===== src/rtl/pmod_qenc_core.sv =====
// pmod_qenc_core
// Multi-channel quadrature rotary-encoder core for the slot bus.
// Each channel synchronises and debounces its A, B, button and switch pins.
// It decodes quadrature in x4 or x1 mode into a signed position counter, and
// it latches sticky button-press and illegal-transition flags.
//
// Ports:
//   clk      system clock
//   reset    asynchronous, active-high reset
//   cs       slot select, qualifies write
//   read     read strobe (reads have no side effects)
//   write    write strobe
//   addr     word address: 0 STATUS, 1 CTRL, 2 DB_LIMIT, 3+i POS_i
//   wr_data  write data
//   rd_data  read data, combinational mux of addr
//   enc_a    raw quadrature A, one bit per channel
//   enc_b    raw quadrature B, one bit per channel
//   enc_btn  raw push-button, one bit per channel
//   enc_sw   raw slide switch, one bit per channel
module pmod_qenc_core #(
    parameter int N_CH       = 2,
    parameter int CNT_W      = 16,
    parameter int DB_W       = 16,
    parameter int DB_DEFAULT = 1000
) (
    input  logic            clk,
    input  logic            reset,
    input  logic            cs,
    input  logic            read,
    input  logic            write,
    input  logic [4:0]      addr,
    input  logic [31:0]     wr_data,
    output logic [31:0]     rd_data,
    input  logic [N_CH-1:0] enc_a,
    input  logic [N_CH-1:0] enc_b,
    input  logic [N_CH-1:0] enc_btn,
    input  logic [N_CH-1:0] enc_sw
);

    localparam int NSIG = 4 * N_CH;
    localparam logic [CNT_W-1:0] POS_MAX = {1'b0, {(CNT_W-1){1'b1}}};
    localparam logic [CNT_W-1:0] POS_MIN = {1'b1, {(CNT_W-1){1'b0}}};

    logic [NSIG-1:0]  raw, sync1, sync2, filt;
    logic [DB_W-1:0]  db_cnt [NSIG];
    logic [DB_W-1:0]  db_limit, eff_limit;
    logic [1:0]       ctrl;
    logic [CNT_W-1:0] pos [N_CH];
    logic [1:0]       prev_ab [N_CH];
    logic [N_CH-1:0]  prev_btn, btn_evt, err;
    logic [N_CH-1:0]  filt_a, filt_b, filt_btn, filt_sw;
    logic [N_CH-1:0]  step_up, step_dn, err_set, btn_rise;
    logic [N_CH-1:0]  clr_evt, clr_err;
    logic             wr_en;
    logic             unused_bits;

    // All pins of all channels share one synchroniser/filter vector.
    // The layout is A, then B, then BTN, then SW, each N_CH wide.
    assign raw      = {enc_sw, enc_btn, enc_b, enc_a};
    assign filt_a   = filt[N_CH-1:0];
    assign filt_b   = filt[2*N_CH-1:N_CH];
    assign filt_btn = filt[3*N_CH-1:2*N_CH];
    assign filt_sw  = filt[4*N_CH-1:3*N_CH];

    assign wr_en     = cs & write;
    assign eff_limit = (db_limit == '0) ? DB_W'(1) : db_limit;
    assign btn_rise  = filt_btn & ~prev_btn;
    assign clr_evt   = (wr_en && addr == 5'd0) ? wr_data[16 +: N_CH] : '0;
    assign clr_err   = (wr_en && addr == 5'd0) ? wr_data[24 +: N_CH] : '0;

    // Reads carry no side effects, so the read strobe is intentionally ignored.
    assign unused_bits = ^{read, wr_data};

    // Quadrature step decode per channel, comparing last cycle's filtered {A,B}
    // with the current one. In x1 mode, only the transitions into 00 count.
    for (genvar g = 0; g < N_CH; g++) begin : g_dec
        logic [1:0] cur;
        logic [1:0] pv;
        logic       fwd4, rev4;
        assign cur  = {filt_a[g], filt_b[g]};
        assign pv   = prev_ab[g];
        assign fwd4 = (pv == 2'b00 && cur == 2'b01) || (pv == 2'b01 && cur == 2'b11) ||
                      (pv == 2'b11 && cur == 2'b10) || (pv == 2'b10 && cur == 2'b00);
        assign rev4 = (pv == 2'b00 && cur == 2'b10) || (pv == 2'b10 && cur == 2'b11) ||
                      (pv == 2'b11 && cur == 2'b01) || (pv == 2'b01 && cur == 2'b00);
        assign step_up[g] = ctrl[0] ? (pv == 2'b10 && cur == 2'b00) : fwd4;
        assign step_dn[g] = ctrl[0] ? (pv == 2'b01 && cur == 2'b00) : rev4;
        assign err_set[g] = ((cur ^ pv) == 2'b11);
    end

    // Two-flop synchroniser followed by a per-signal debounce filter.
    // The ">=" comparison lets a counter that already passed a newly lowered
    // limit commit on the next cycle that the synced value still differs.
    always_ff @(posedge clk or posedge reset) begin
        if (reset) begin
            sync1 <= '0;
            sync2 <= '0;
            filt  <= '0;
            for (int k = 0; k < NSIG; k++) db_cnt[k] <= '0;
        end else begin
            sync1 <= raw;
            sync2 <= sync1;
            for (int k = 0; k < NSIG; k++) begin
                if (sync2[k] == filt[k]) begin
                    db_cnt[k] <= '0;
                end else if (({1'b0, db_cnt[k]} + {{DB_W{1'b0}}, 1'b1}) >= {1'b0, eff_limit}) begin
                    filt[k]   <= sync2[k];
                    db_cnt[k] <= '0;
                end else begin
                    db_cnt[k] <= db_cnt[k] + DB_W'(1);
                end
            end
        end
    end

    // Control registers written from the bus.
    always_ff @(posedge clk or posedge reset) begin
        if (reset) begin
            ctrl     <= '0;
            db_limit <= DB_W'(DB_DEFAULT);
        end else begin
            if (wr_en && addr == 5'd1) ctrl     <= wr_data[1:0];
            if (wr_en && addr == 5'd2) db_limit <= wr_data[DB_W-1:0];
        end
    end

    // Position counters, edge history and sticky flags.
    // A CPU write to a position drops any step that occurs in the same cycle.
    // For the flags, a new event wins over a write-1-to-clear on the same bit.
    always_ff @(posedge clk or posedge reset) begin
        if (reset) begin
            prev_btn <= '0;
            btn_evt  <= '0;
            err      <= '0;
            for (int i = 0; i < N_CH; i++) begin
                pos[i]     <= '0;
                prev_ab[i] <= '0;
            end
        end else begin
            prev_btn <= filt_btn;
            btn_evt  <= (btn_evt & ~clr_evt) | btn_rise;
            err      <= (err & ~clr_err) | err_set;
            for (int i = 0; i < N_CH; i++) begin
                prev_ab[i] <= {filt_a[i], filt_b[i]};
                if (wr_en && addr == 5'(3 + i)) begin
                    pos[i] <= wr_data[CNT_W-1:0];
                end else if (step_up[i]) begin
                    if (!(ctrl[1] && pos[i] == POS_MAX)) pos[i] <= pos[i] + CNT_W'(1);
                end else if (step_dn[i]) begin
                    if (!(ctrl[1] && pos[i] == POS_MIN)) pos[i] <= pos[i] - CNT_W'(1);
                end
            end
        end
    end

    // Read mux. Unmapped addresses and absent channels read as zero.
    always_comb begin
        rd_data = '0;
        case (addr)
            5'd0: begin
                rd_data[0  +: N_CH] = filt_btn;
                rd_data[8  +: N_CH] = filt_sw;
                rd_data[16 +: N_CH] = btn_evt;
                rd_data[24 +: N_CH] = err;
            end
            5'd1: rd_data[1:0] = ctrl;
            5'd2: rd_data[DB_W-1:0] = db_limit;
            default: begin
                for (int i = 0; i < N_CH; i++) begin
                    if (addr == 5'(3 + i)) rd_data = 32'(signed'(pos[i]));
                end
            end
        endcase
    end

endmodule

===== config.mk =====
export PLATFORM = sky130hd
export DESIGN_NAME = pmod_qenc_core
export DESIGN_NICKNAME = d
export VERILOG_FILES = /design/src/rtl/pmod_qenc_core.sv
export SDC_FILE = /design/constraint.sdc
export NUM_CORES = 1
export LEC_CHECK = 0
export ABC_AREA = 1
export CORE_MARGIN = 5
export CORE_UTILIZATION = 56
export DETAILED_ROUTE_END_ITERATION = 7
export HOLD_SLACK_MARGIN = 0.08
export PLACE_DENSITY = 0.86
export SLEW_MARGIN = 10
export SYNTH_ARGS = -nofsm -noshare
export SYNTH_HDL_FRONTEND = slang
export SYNTH_SLANG_ARGS = --single-unit
export TNS_END_PERCENT = 5

===== constraint.sdc =====
create_clock -name clk -period 6.4 [get_ports clk]
set_clock_uncertainty 0.1 [all_clocks]
set_input_delay 0.96 -clock clk [delete_from_list [all_inputs] [get_ports clk]]
set_output_delay 0.96 -clock clk [all_outputs]
set_load 0.01 [all_outputs]

==> reports/results.tsv <==
metric	value	unit
route.vias.total	15518	
numCtsBuffers	25	
final.fill_count	2574	
r2r-start	db_limit[7]	
worst_ep_required_time	5.34	ns
pwr-share-comb	0.550	
timing.final.max_slew_violations	0	
die_h	184	um
run_status	completed	
remaining_drc_errors	0	
layout_worst_path_cycle_share	0.734	
p_per_area	399	nW/um^2
ys_seq_elements	212	
vdd.ir_drop.worst	0.422	mV
startpoint_type	primary input	
critical_path.reg2reg.endpoint	db_cnt[18]	
grt_pass1_wl	72200	um
max_freq	213	MHz
netlist_instances	2297	
hold_path_class	register to register	
highest_utilization_routing_layer_at_the_global_route_stage	met2	
met1_usage	0.326	
layoutNonFillerInstCount	2768	
timing_worst_setup_path_type	primary input to output pin	
holdCritStartpoint	sync1[5]	
areaGrowthSynthToFinish	10.3	%
worst_case_headroom_to_the_max_slew_limit	0.242	
synth_flop_cell	dfrtp_1	
globalRouteTotalUtil	0.257	
power.internal	0.00387	W
whs_endpoint	sync2[5]	
globalRoute.totalOverflow	0	
async_reset_ff_frac	1.00	
finish.net_count	2575	
iteration_0_drc_count_of_the_detailed_router	1140	
core	29800	sq um
initial_core_util	0.569	
grt_pass1_vias	15313	
grt.met3_usage	0.0390	
htree_levels	1	
n_antenna_cell	0	
p_clk_frac	0.194	
grt_setup_unrepaired	false	
p_leak	9.96	nW
cts.repair.resized	0	
clk-insertion-delay-late	0.55	ns
routed_via_density	5.61	
clockRootBuffer	clkbuf_16	
mappedNetlistArea	17000	sq um
cp-end-kind	output pin	
layout_setup_ws	1.71	ns
grt_max_degree	143	
antenna_violations_before_repair	0	
crit_arrival	3.63	ns
pwr-share-seq	0.256	
synth_enable_flop_cells	0	
dpl_cells	2722	
tns	0	ns
syn_avg_cell_area	7.38	sq um
finalWeightedCongestion	0.924	
detail_route.wl_per_cell	16.0	um
io_buffers	68	
gr-usage-met2	0.438	
min_period	4.69	ns
yosysUniqueCellTypes	54	
share_of_post_route_cells_with_drive_strength_above_1	0.0946	
worst-slew-pin-transition	1.13	ns
route.antenna.remaining_nets	0	
critical_path_fanout_max	14	
power.switching_fraction	0.480	
ff2ff_setup_slack	2.62	ns
tritoncts	built	
setup_viol	0	
std_cell_rows	63	
clkTransAtPathRegs	0.05	ns
yosys_warnings	0	
reg2reg_depth	10	
floorplan.die_area	33900	sq um
synth.yosys.seq_area_share	0.313	
ctsHoldBuffers	0	
horiz_die_dim	184	um
cts_setup_buffers	0	
detail_route.wirelength	44200	um
placement.setup.worst_slack	1.76	ns
timing.max_cap.violations	0	
holdPathStages	0	
place_hpwl	32400	um
net-switching-power	0.00358	W
design_power_total	0.00746	W
ios	82	
finalHoldViolations	0	
synth.net_count	2513	
max-clock-path-buffers	3	
clock_sink_count	212	
first_pass_iters	6	
synthesized netlist by cell type, types with 7 or more instances:
| master | n | area (sq um) |
|---|---|---|
| xor2_1 | 78 | 683 |
| o21ai_0 | 64 | 320 |
| nand4_1 | 79 | 494 |
| nor4_1 | 13 | 81.3 |
| nor2_4 | 51 | 574 |
| inv_2 | 20 | 75.1 |
| clkbuf_1 | 7 | 26.3 |
| xnor2_1 | 15 | 131 |
| nor3_1 | 35 | 175 |
| o21ai_1 | 16 | 80.1 |
| nand3_2 | 15 | 150 |
| inv_1 | 387 | 1450 |
| nor2_2 | 23 | 144 |
| nand2_1 | 563 | 2110 |
| dfrtp_1 | 206 | 5150 |
| a21oi_1 | 87 | 435 |
| buf_4 | 15 | 113 |
| o21bai_1 | 7 | 52.6 |
| o211ai_1 | 11 | 82.6 |
| o221ai_1 | 11 | 96.3 |
| nand3_1 | 101 | 505 |
| ha_1 | 164 | 2050 |
| or2_2 | 12 | 75.1 |
| nand2_2 | 18 | 113 |
| nor2_1 | 211 | 792 |
registers in the layout (all words and copies together) (netlist names), 4 cells and up:
name,count
sync1,8
sync2,8
g_dec.pv,4
filt,8
db_cnt,128
db_limit,16
pos,32
critical path, cell delays in order:
cell             delay [ns]
clkdlybuf4s50_1        0.52
nor2_1                 0.13
nand2_1                0.07
nor3_2                 0.27
inv_1                  0.29
o21ai_1                0.19
buf_4                  0.22
inv_1                  0.17
o21ai_0                0.21
clkdlybuf4s50_1        0.62
area by class of cell:
type	instances	area, sq um	area share
Multi-Input combinational cell	1638	9800	0.524
Sequential cell	212	5310	0.284
Inverter	409	1540	0.0825
Clock buffer	40	772	0.0413
Timing Repair Buffer	73	731	0.0391
Tap cell	390	488	0.0261
Clock inverter	6	58.8	0.00314
metrics by stage:
| stage | util | area [sq um] | hold WS (ns) |
|---|---|---|---|
| 2_1_floorplan | - | 17000 | 0.231 |
| 3_3_place_gp | 0.600 | 17900 | 0.235 |
| 3_5_place_dp | 0.600 | 17900 | 0.237 |
| 4_1_cts | 0.628 | 18700 | 0.252 |
| 5_1_grt | 0.628 | 18700 | 0.252 |
| 6_report | 0.628 | 18700 | 0.251 |
worst max-delay path by stage:
stage            start           to  slack (ns)  cells after the start
6_report       addr[0]  rd_data[15]        1.71                     10
5_1_grt        addr[0]  rd_data[15]        1.54                     10
4_1_cts        addr[0]  rd_data[15]        1.74                     10
3_5_place_dp   addr[0]  rd_data[15]        1.76                     10
3_3_place_gp   addr[0]  rd_data[15]        1.73                     10
2_1_floorplan    reset   btn_evt[0]        2.59                      1
cells in the final DEF, fill, tap and decap left out, types with 5 or more instances in the layout:
cell	count
o21ai_1	17
and3_1	6
clkbuf_16	25
ha_1	164
xor2_1	78
nor4_1	13
nand3_1	101
o21ai_0	63
o211ai_1	11
nand2_4	6
dfstp_2	6
clkdlybuf4s50_1	68
inv_2	20
o21bai_1	7
xnor2_1	15
nor3_1	35
o221ai_1	11
inv_1	386
nand2_2	18
nand2_1	563
nor2_1	211
nor3_2	5
nand3_2	15
clkbuf_8	9
clkbuf_1	6
nand4_1	79
nor2_4	51
or2_2	12
nor2_2	23
a21oi_1	87
nand4_2	5
dfrtp_1	206
layer usage:
metal	part of all wire	routed length, um
met5	0	0
met4	0.048	2140
met1	0.41	18100
met3	0.071	3160
met2	0.47	20800
power by group through the flow:
stage,clock (W),combinational [W],sequential (W)
floorplan,0,0.00332,0.00178
global placement,0,0.00390,0.00190
detailed placement,0,0.00403,0.00191
CTS,0.00147,0.00407,0.00189
global route,0.00151,0.00467,0.00192
finish,0.00145,0.00410,0.00191
cells by family (layout without fill, tap and decap cells):
family | Yosys count | after routing | share of synthesized area
AND/OR/NAND/NOR | 1163 | 1163 | 0.334
buffers and inverters | 447 | 528 | 0.109
AO/OA/AOI/OAI | 216 | 216 | 0.0725
flip-flops | 212 | 212 | 0.313
adder cells (fa/ha/maj) | 166 | 166 | 0.123
XOR/XNOR | 93 | 93 | 0.0480
Note: power is estimated with default switching activity, not from simulation.
